**config.mk**
```make
export PLATFORM = sky130hd
export DESIGN_NAME = controller_sequencer
export DESIGN_NICKNAME = d
export VERILOG_FILES = /design/src/rtl/controller_sequencer_pkg.sv /design/src/rtl/controller_flags.sv /design/src/rtl/controller_sequencer.sv
export SDC_FILE = /design/constraint.sdc
export NUM_CORES = 1
export LEC_CHECK = 0
export BUFFER_PORTS_ARGS = -buffer_cell sky130_fd_sc_hd__buf_2
export CORE_MARGIN = 5
export CORE_UTILIZATION = 40
export CTS_CLUSTER_SIZE = 30
export DETAILED_ROUTE_END_ITERATION = 8
export PLACE_DENSITY_LB_ADDON = 0.1
export SYNTH_ARGS = -nofsm -noshare
export SYNTH_HDL_FRONTEND = slang
export SYNTH_SLANG_ARGS = --single-unit
export TNS_END_PERCENT = 100
```
**constraint.sdc**
```tcl
create_clock -name CLK -period 2 [get_ports CLK]
set_input_delay 0.2 -clock CLK [delete_from_list [all_inputs] [get_ports CLK]]
set_output_delay 0.2 -clock CLK [all_outputs]
set_load 0.05 [all_outputs]
```
**src/rtl/controller_sequencer_pkg.sv**
```systemverilog
// Shared controller constants: micro-op numbering, ISA widths, sequencer states.
// The microcode ROM uses the same uOP constants.
package controller_sequencer_pkg;

    localparam int unsigned INSTR_W   = 16;
    localparam int unsigned UOP_W     = 3;
    localparam int unsigned RETIRED_W = 16;
    localparam int unsigned STATE_W   = 2;
    localparam int unsigned FLAG_W    = 2;

    localparam logic [UOP_W-1:0] UOP_FETCH      = 3'd0;
    localparam logic [UOP_W-1:0] UOP_DECODE     = 3'd1;
    localparam logic [UOP_W-1:0] UOP_EXEC_FIRST = 3'd2;
    localparam logic [UOP_W-1:0] UOP_EXEC_LAST  = 3'd6;
    localparam logic [UOP_W-1:0] UOP_PARK       = 3'd7;

    localparam logic [INSTR_W-1:0] INSTR_NOP = 16'hF000;

    localparam logic [STATE_W-1:0] PARK    = 2'd0;
    localparam logic [STATE_W-1:0] RUN_ST  = 2'd1;
    localparam logic [STATE_W-1:0] STEP_ST = 2'd2;
    localparam logic [STATE_W-1:0] DRAIN   = 2'd3;

    typedef struct packed {
        logic zero;
        logic carry;
    } alu_flags_t;

    // Controller strobes are only trusted in the execute window.
    function automatic logic uop_in_exec(input logic [UOP_W-1:0] uop);
        return (uop >= UOP_EXEC_FIRST) && (uop <= UOP_EXEC_LAST);
    endfunction

endpackage

```
**src/rtl/controller_flags.sv**
```systemverilog
// Generic flag register with a load qualifier; holds when load is low.
module controller_flags #(
    parameter int unsigned WIDTH = 2
) (
    input  logic             clk,
    input  logic             rst,
    input  logic             load,
    input  logic [WIDTH-1:0] d,
    output logic [WIDTH-1:0] q
);

    always_ff @(posedge clk or posedge rst) begin
        if (rst) begin
            q <= '0;
        end else if (load) begin
            q <= d;
        end
    end

endmodule

```
**src/rtl/controller_sequencer.sv**
```systemverilog
// Sequencer ahead of the microcode ROM: IR, uOP counter, flags, run/step control,
// retired-instruction counter and runaway-microcode watchdog.
module controller_sequencer
    import controller_sequencer_pkg::*;
(
    input  logic                 CLK,
    input  logic                 RESET,
    input  logic [INSTR_W-1:0]   BUS_IN,
    input  logic                 IR_LOAD,
    input  logic                 RESET_uOP,
    input  logic                 READ_FLAGS,
    input  logic                 ALU_ZERO,
    input  logic                 ALU_COUT,
    input  logic                 RUN,
    input  logic                 STEP,
    output logic [INSTR_W-1:0]   INSTR,
    output logic [UOP_W-1:0]     uOP,
    output logic                 ZERO_FLAG,
    output logic                 CIN_FLAG,
    output logic                 PARKED,
    output logic                 FAULT,
    output logic [RETIRED_W-1:0] RETIRED
);

    logic [STATE_W-1:0]   state_q, state_d;
    logic [UOP_W-1:0]     uop_q, uop_d;
    logic [INSTR_W-1:0]   instr_q;
    logic                 fault_q, fault_d;
    logic [RETIRED_W-1:0] retired_q, retired_d;
    logic                 in_exec;
    logic                 accept;
    logic                 flags_load;
    alu_flags_t           flags_d, flags_q;

    assign in_exec    = uop_in_exec(uop_q);
    assign accept     = RESET_uOP && in_exec;
    assign flags_load = READ_FLAGS && in_exec;
    assign flags_d    = '{zero: ALU_ZERO, carry: ALU_COUT};

    // Sequencer state register.
    always_ff @(posedge CLK or posedge RESET) begin
        if (RESET) begin
            state_q   <= PARK;
            uop_q     <= UOP_PARK;
            fault_q   <= 1'b0;
            retired_q <= '0;
        end else begin
            state_q   <= state_d;
            uop_q     <= uop_d;
            fault_q   <= fault_d;
            retired_q <= retired_d;
        end
    end

    // Next state: start from park, advance uOP, retire, drain or trip the watchdog.
    always_comb begin
        state_d   = state_q;
        uop_d     = uop_q;
        fault_d   = fault_q;
        retired_d = retired_q;
        case (state_q)
            PARK: begin
                if (!fault_q) begin
                    if (RUN) begin
                        state_d = RUN_ST;
                        uop_d   = UOP_FETCH;
                    end else if (STEP) begin
                        state_d = STEP_ST;
                        uop_d   = UOP_FETCH;
                    end
                end
            end
            default: begin
                if (accept) begin
                    retired_d = retired_q + RETIRED_W'(1);
                    if ((state_q == RUN_ST) && RUN) begin
                        uop_d = UOP_FETCH;
                    end else begin
                        state_d = PARK;
                        uop_d   = UOP_PARK;
                    end
                end else if (uop_q == UOP_EXEC_LAST) begin
                    fault_d = 1'b1;
                    state_d = PARK;
                    uop_d   = UOP_PARK;
                end else begin
                    uop_d = uop_q + UOP_W'(1);
                    if ((state_q == RUN_ST) && !RUN) begin
                        state_d = DRAIN;
                    end else if ((state_q == DRAIN) && RUN) begin
                        state_d = RUN_ST;
                    end
                end
            end
        endcase
    end

    // Instruction register; decode slot is the only point the bus carries the opcode.
    always_ff @(posedge CLK or posedge RESET) begin
        if (RESET) begin
            instr_q <= INSTR_NOP;
        end else if (IR_LOAD && (uop_q == UOP_DECODE)) begin
            instr_q <= BUS_IN;
        end
    end

    controller_flags #(
        .WIDTH (FLAG_W)
    ) u_flags (
        .clk  (CLK),
        .rst  (RESET),
        .load (flags_load),
        .d    (flags_d),
        .q    (flags_q)
    );

    assign INSTR     = instr_q;
    assign uOP       = uop_q;
    assign ZERO_FLAG = flags_q.zero;
    assign CIN_FLAG  = flags_q.carry;
    assign PARKED    = (state_q == PARK);
    assign FAULT     = fault_q;
    assign RETIRED   = retired_q;

endmodule

```
==> impl_metrics.csv <==
group,metric,value,unit
setup_path,start_kind,"flop",
route,drc,0,
yosys,synth_flop_cell,"dfrtp_1",
clock_network,cts_buffer_depth,2,
power_and_ir_drop,power.share.sequential,0.336,
sta,relSlewSlack,0.668,
clock_network,cts_resized,0,
status,status,"finished, final reports clean",
yosys,syn-instance-count,153,
final_layout,nets,251,
sta,finalSetupViolations,0,
placed_design,place_inst,268,
yosys,synth_edf_count,0,
sta,fin_tns_setup,0,ps
yosys,ys_seq_area_frac,0.548,
route,post_drt_wl_per_cell,14.4,um
route,first_pass_iters,6,
clock_network,path_clk_slew,80,ps
final_layout,drive_above_1_share,0.469,
final_layout,final_cell_mix,"buf_2 (63), dfrtp_1 (33), mux2_2 (18)",
power_and_ir_drop,cellPowerDensity,1800,nW/um2
placed_design,dp_hpwl,3.06,mm
clock_network,hold_buffers,0,
final_layout,n_antenna_cell,0,
power_and_ir_drop,power_frac_comb,0.526,
setup_path,required,2210,ps
final_layout,finish.utilization,0.526,
die,dieArea,6070,um2
worst_hold_path,hold_path.class,"in -> async",
power_and_ir_drop,p_int,2.13,mW
setup_path,critPathKind,"reg -> reg",
power_and_ir_drop,peakVddDrop,1.19,mV
route,drt_iter0_drc,34,
die,die_w,77.9,um
yosys,synth_nets,181,
sta,min_period,1830,ps
placed_design,io_buffers,63,
die,fp.coreArea,4410,um2
power_and_ir_drop,p_clk_frac,0.138,
power_and_ir_drop,total_power,4.18,mW
sta,final_hold_viol_count,0,
final_layout,syn2layout_area_growth,25.9,%
power_and_ir_drop,switching_share,0.491,
global_route,grt_overflow,0,
clock_network,clk-insertion-delay-late,290,ps
sta,finalCritPeriodShare,0.915,
final_layout,fin_cells,276,
sta,slew_violations,0,
power_and_ir_drop,p_leak,1.22,nW
route,vias_per_cell,4.99,
global_route,grt_pass1_vias,1394,
clock_network,clock_sinks,40,
yosys,synth_seq_cells,40,
clock_network,post-cts-setup-buffer-count,0,
sta,tightestPinTransition,498,ps
power_and_ir_drop,p_sw,2.05,mW
sta,clock_skew,7.74,ps
yosys,synthArstFlopShare,1.00,
die,io_pins,64,
global_route,grt_max_degree,41,
yosys,syn_avg_cell_area,12.0,um2
route,via_count,1377,
flow_run,drv_cap,0,
global_route,grt_usage,0.138,
sta,rsz0062_at_grt,"no",
setup_path,arrival,2040,ps
sta,fmax,547,MHz
yosys,synth.distinct_cells,36,
clock_network,cts_tree,"done",
setup_path,worst-path-max-fanout,11,
route,wirelength,3.98,mm
global_route,antenna_found_initial,0,
die,row_count,24,
placed_design,gp_congestion,0.832,
die,die_h,77.9,um
yosys,yosys_warnings,0,
setup_path,crit_path_end_kind,"flop",
global_route,grt_pass1_wl,6.81,mm
final_layout,layout_commonest_cell,"buf_2",
route,ant_nets,0,
yosys,syn_area,1840,um2
clock_network,htree_levels,2,
clock_network,cts_buffers,5,
clock_network,clockRootBuffer,"clkbuf_8",
die,start_util,0.418,
## worst max-delay path: stages (launching register included)
cell and delay (ps):
dfstp_2 620, o21a_1 170, nand4_2 130, or2_1 350
nor4_4 310, xor2_1 180
## stage by stage
stage               setup WS [ps]  instance area (um2)  hold WS, ps
finish                        170                 2320         27.7
global route                 47.4                 2320         70.1
CTS                           147                 2320         39.5
detailed placement            159                 2220          355
global placement              226                 2220          341
floorplan                    2.52                 1850          350
## cells in the mapped netlist, types with 2 or more instances
master | number | share of area
o21ai_0 | 4 | 0.011
a211oi_1 | 2 | 0.0081
nand3_1 | 3 | 0.0081
dfstp_2 | 7 | 0.10
inv_1 | 7 | 0.014
a21oi_1 | 3 | 0.0081
ha_1 | 3 | 0.020
mux2_2 | 18 | 0.11
xnor2_1 | 5 | 0.024
a22o_1 | 3 | 0.014
dfrtp_1 | 33 | 0.45
nor2_1 | 9 | 0.018
and3_1 | 6 | 0.020
nor3_1 | 4 | 0.011
buf_2 | 2 | 0.0054
nand4_1 | 2 | 0.0068
xor2_1 | 10 | 0.048
buf_6 | 2 | 0.012
nand2_1 | 13 | 0.026
## sequential cells by signal (all words and copies together) (netlist names)
name,flops
INSTR,16
u_flags.q,2
uOP,3
state_q,2
RETIRED,16
FAULT,1
## power groups by stage
| stage | Combinational [mW] | Clock (mW) | Sequential (mW) |
|---|---|---|---|
| final | 2.20 | 0.577 | 1.41 |
| after global placement | 2.18 | 0 | 1.41 |
| after CTS | 2.23 | 0.604 | 1.41 |
| after floorplan | 0.763 | 0 | 2.37 |
| after detailed placement | 2.22 | 0 | 1.43 |
| after global routing | 2.33 | 0.640 | 1.46 |
## layout make-up
class                      count  area [um2]
clock buffer                   8         100
sequential                    40        1010
timing repair buffer          67         345
tap                           52        65.1
fill                         416        2090
multi-input combinational    102         774
inverter                       7        26.3
## logic make-up (layout without fill, tap and decap cells)
kind of cell	count (synthesis)	count (layout)	share of synthesized area
and+or+nand+nor	46	46	0.139
DFF	40	40	0.548
AOI/OAI and AO/OA	19	19	0.0740
muxes	19	19	0.115
xor gates and xnor gates	15	15	0.0713
buffers and inverters	11	82	0.0319
adders and majority gates	3	3	0.0204
## worst paths after layout
path,start,to,slack [ps],cells after the start
max in group asynchronous,RESET,INSTR[15],1600,3
worst min register to register,RETIRED[15],RETIRED[15],470,1
worst min-delay path,RESET,INSTR[9],30,3
worst max-delay path,uOP[1],RETIRED[14],170,5
min in group CLK,BUS_IN[7],INSTR[7],140,2
worst max register to register,uOP[1],RETIRED[14],170,5
## per-layer routing
| layer | up-vias | part of all wire | global-route usage |
|---|---|---|---|
| li1 | 673 | - | - |
| met1 | 655 | 0.44 | 0.178 |
| met2 | 43 | 0.47 | 0.217 |
| met3 | 6 | 0.073 | 0.0486 |
| met4 | 0 | 0.012 | 0.0412 |
| met5 | - | 0 | 0 |
Power figures use the tool's default switching activity.
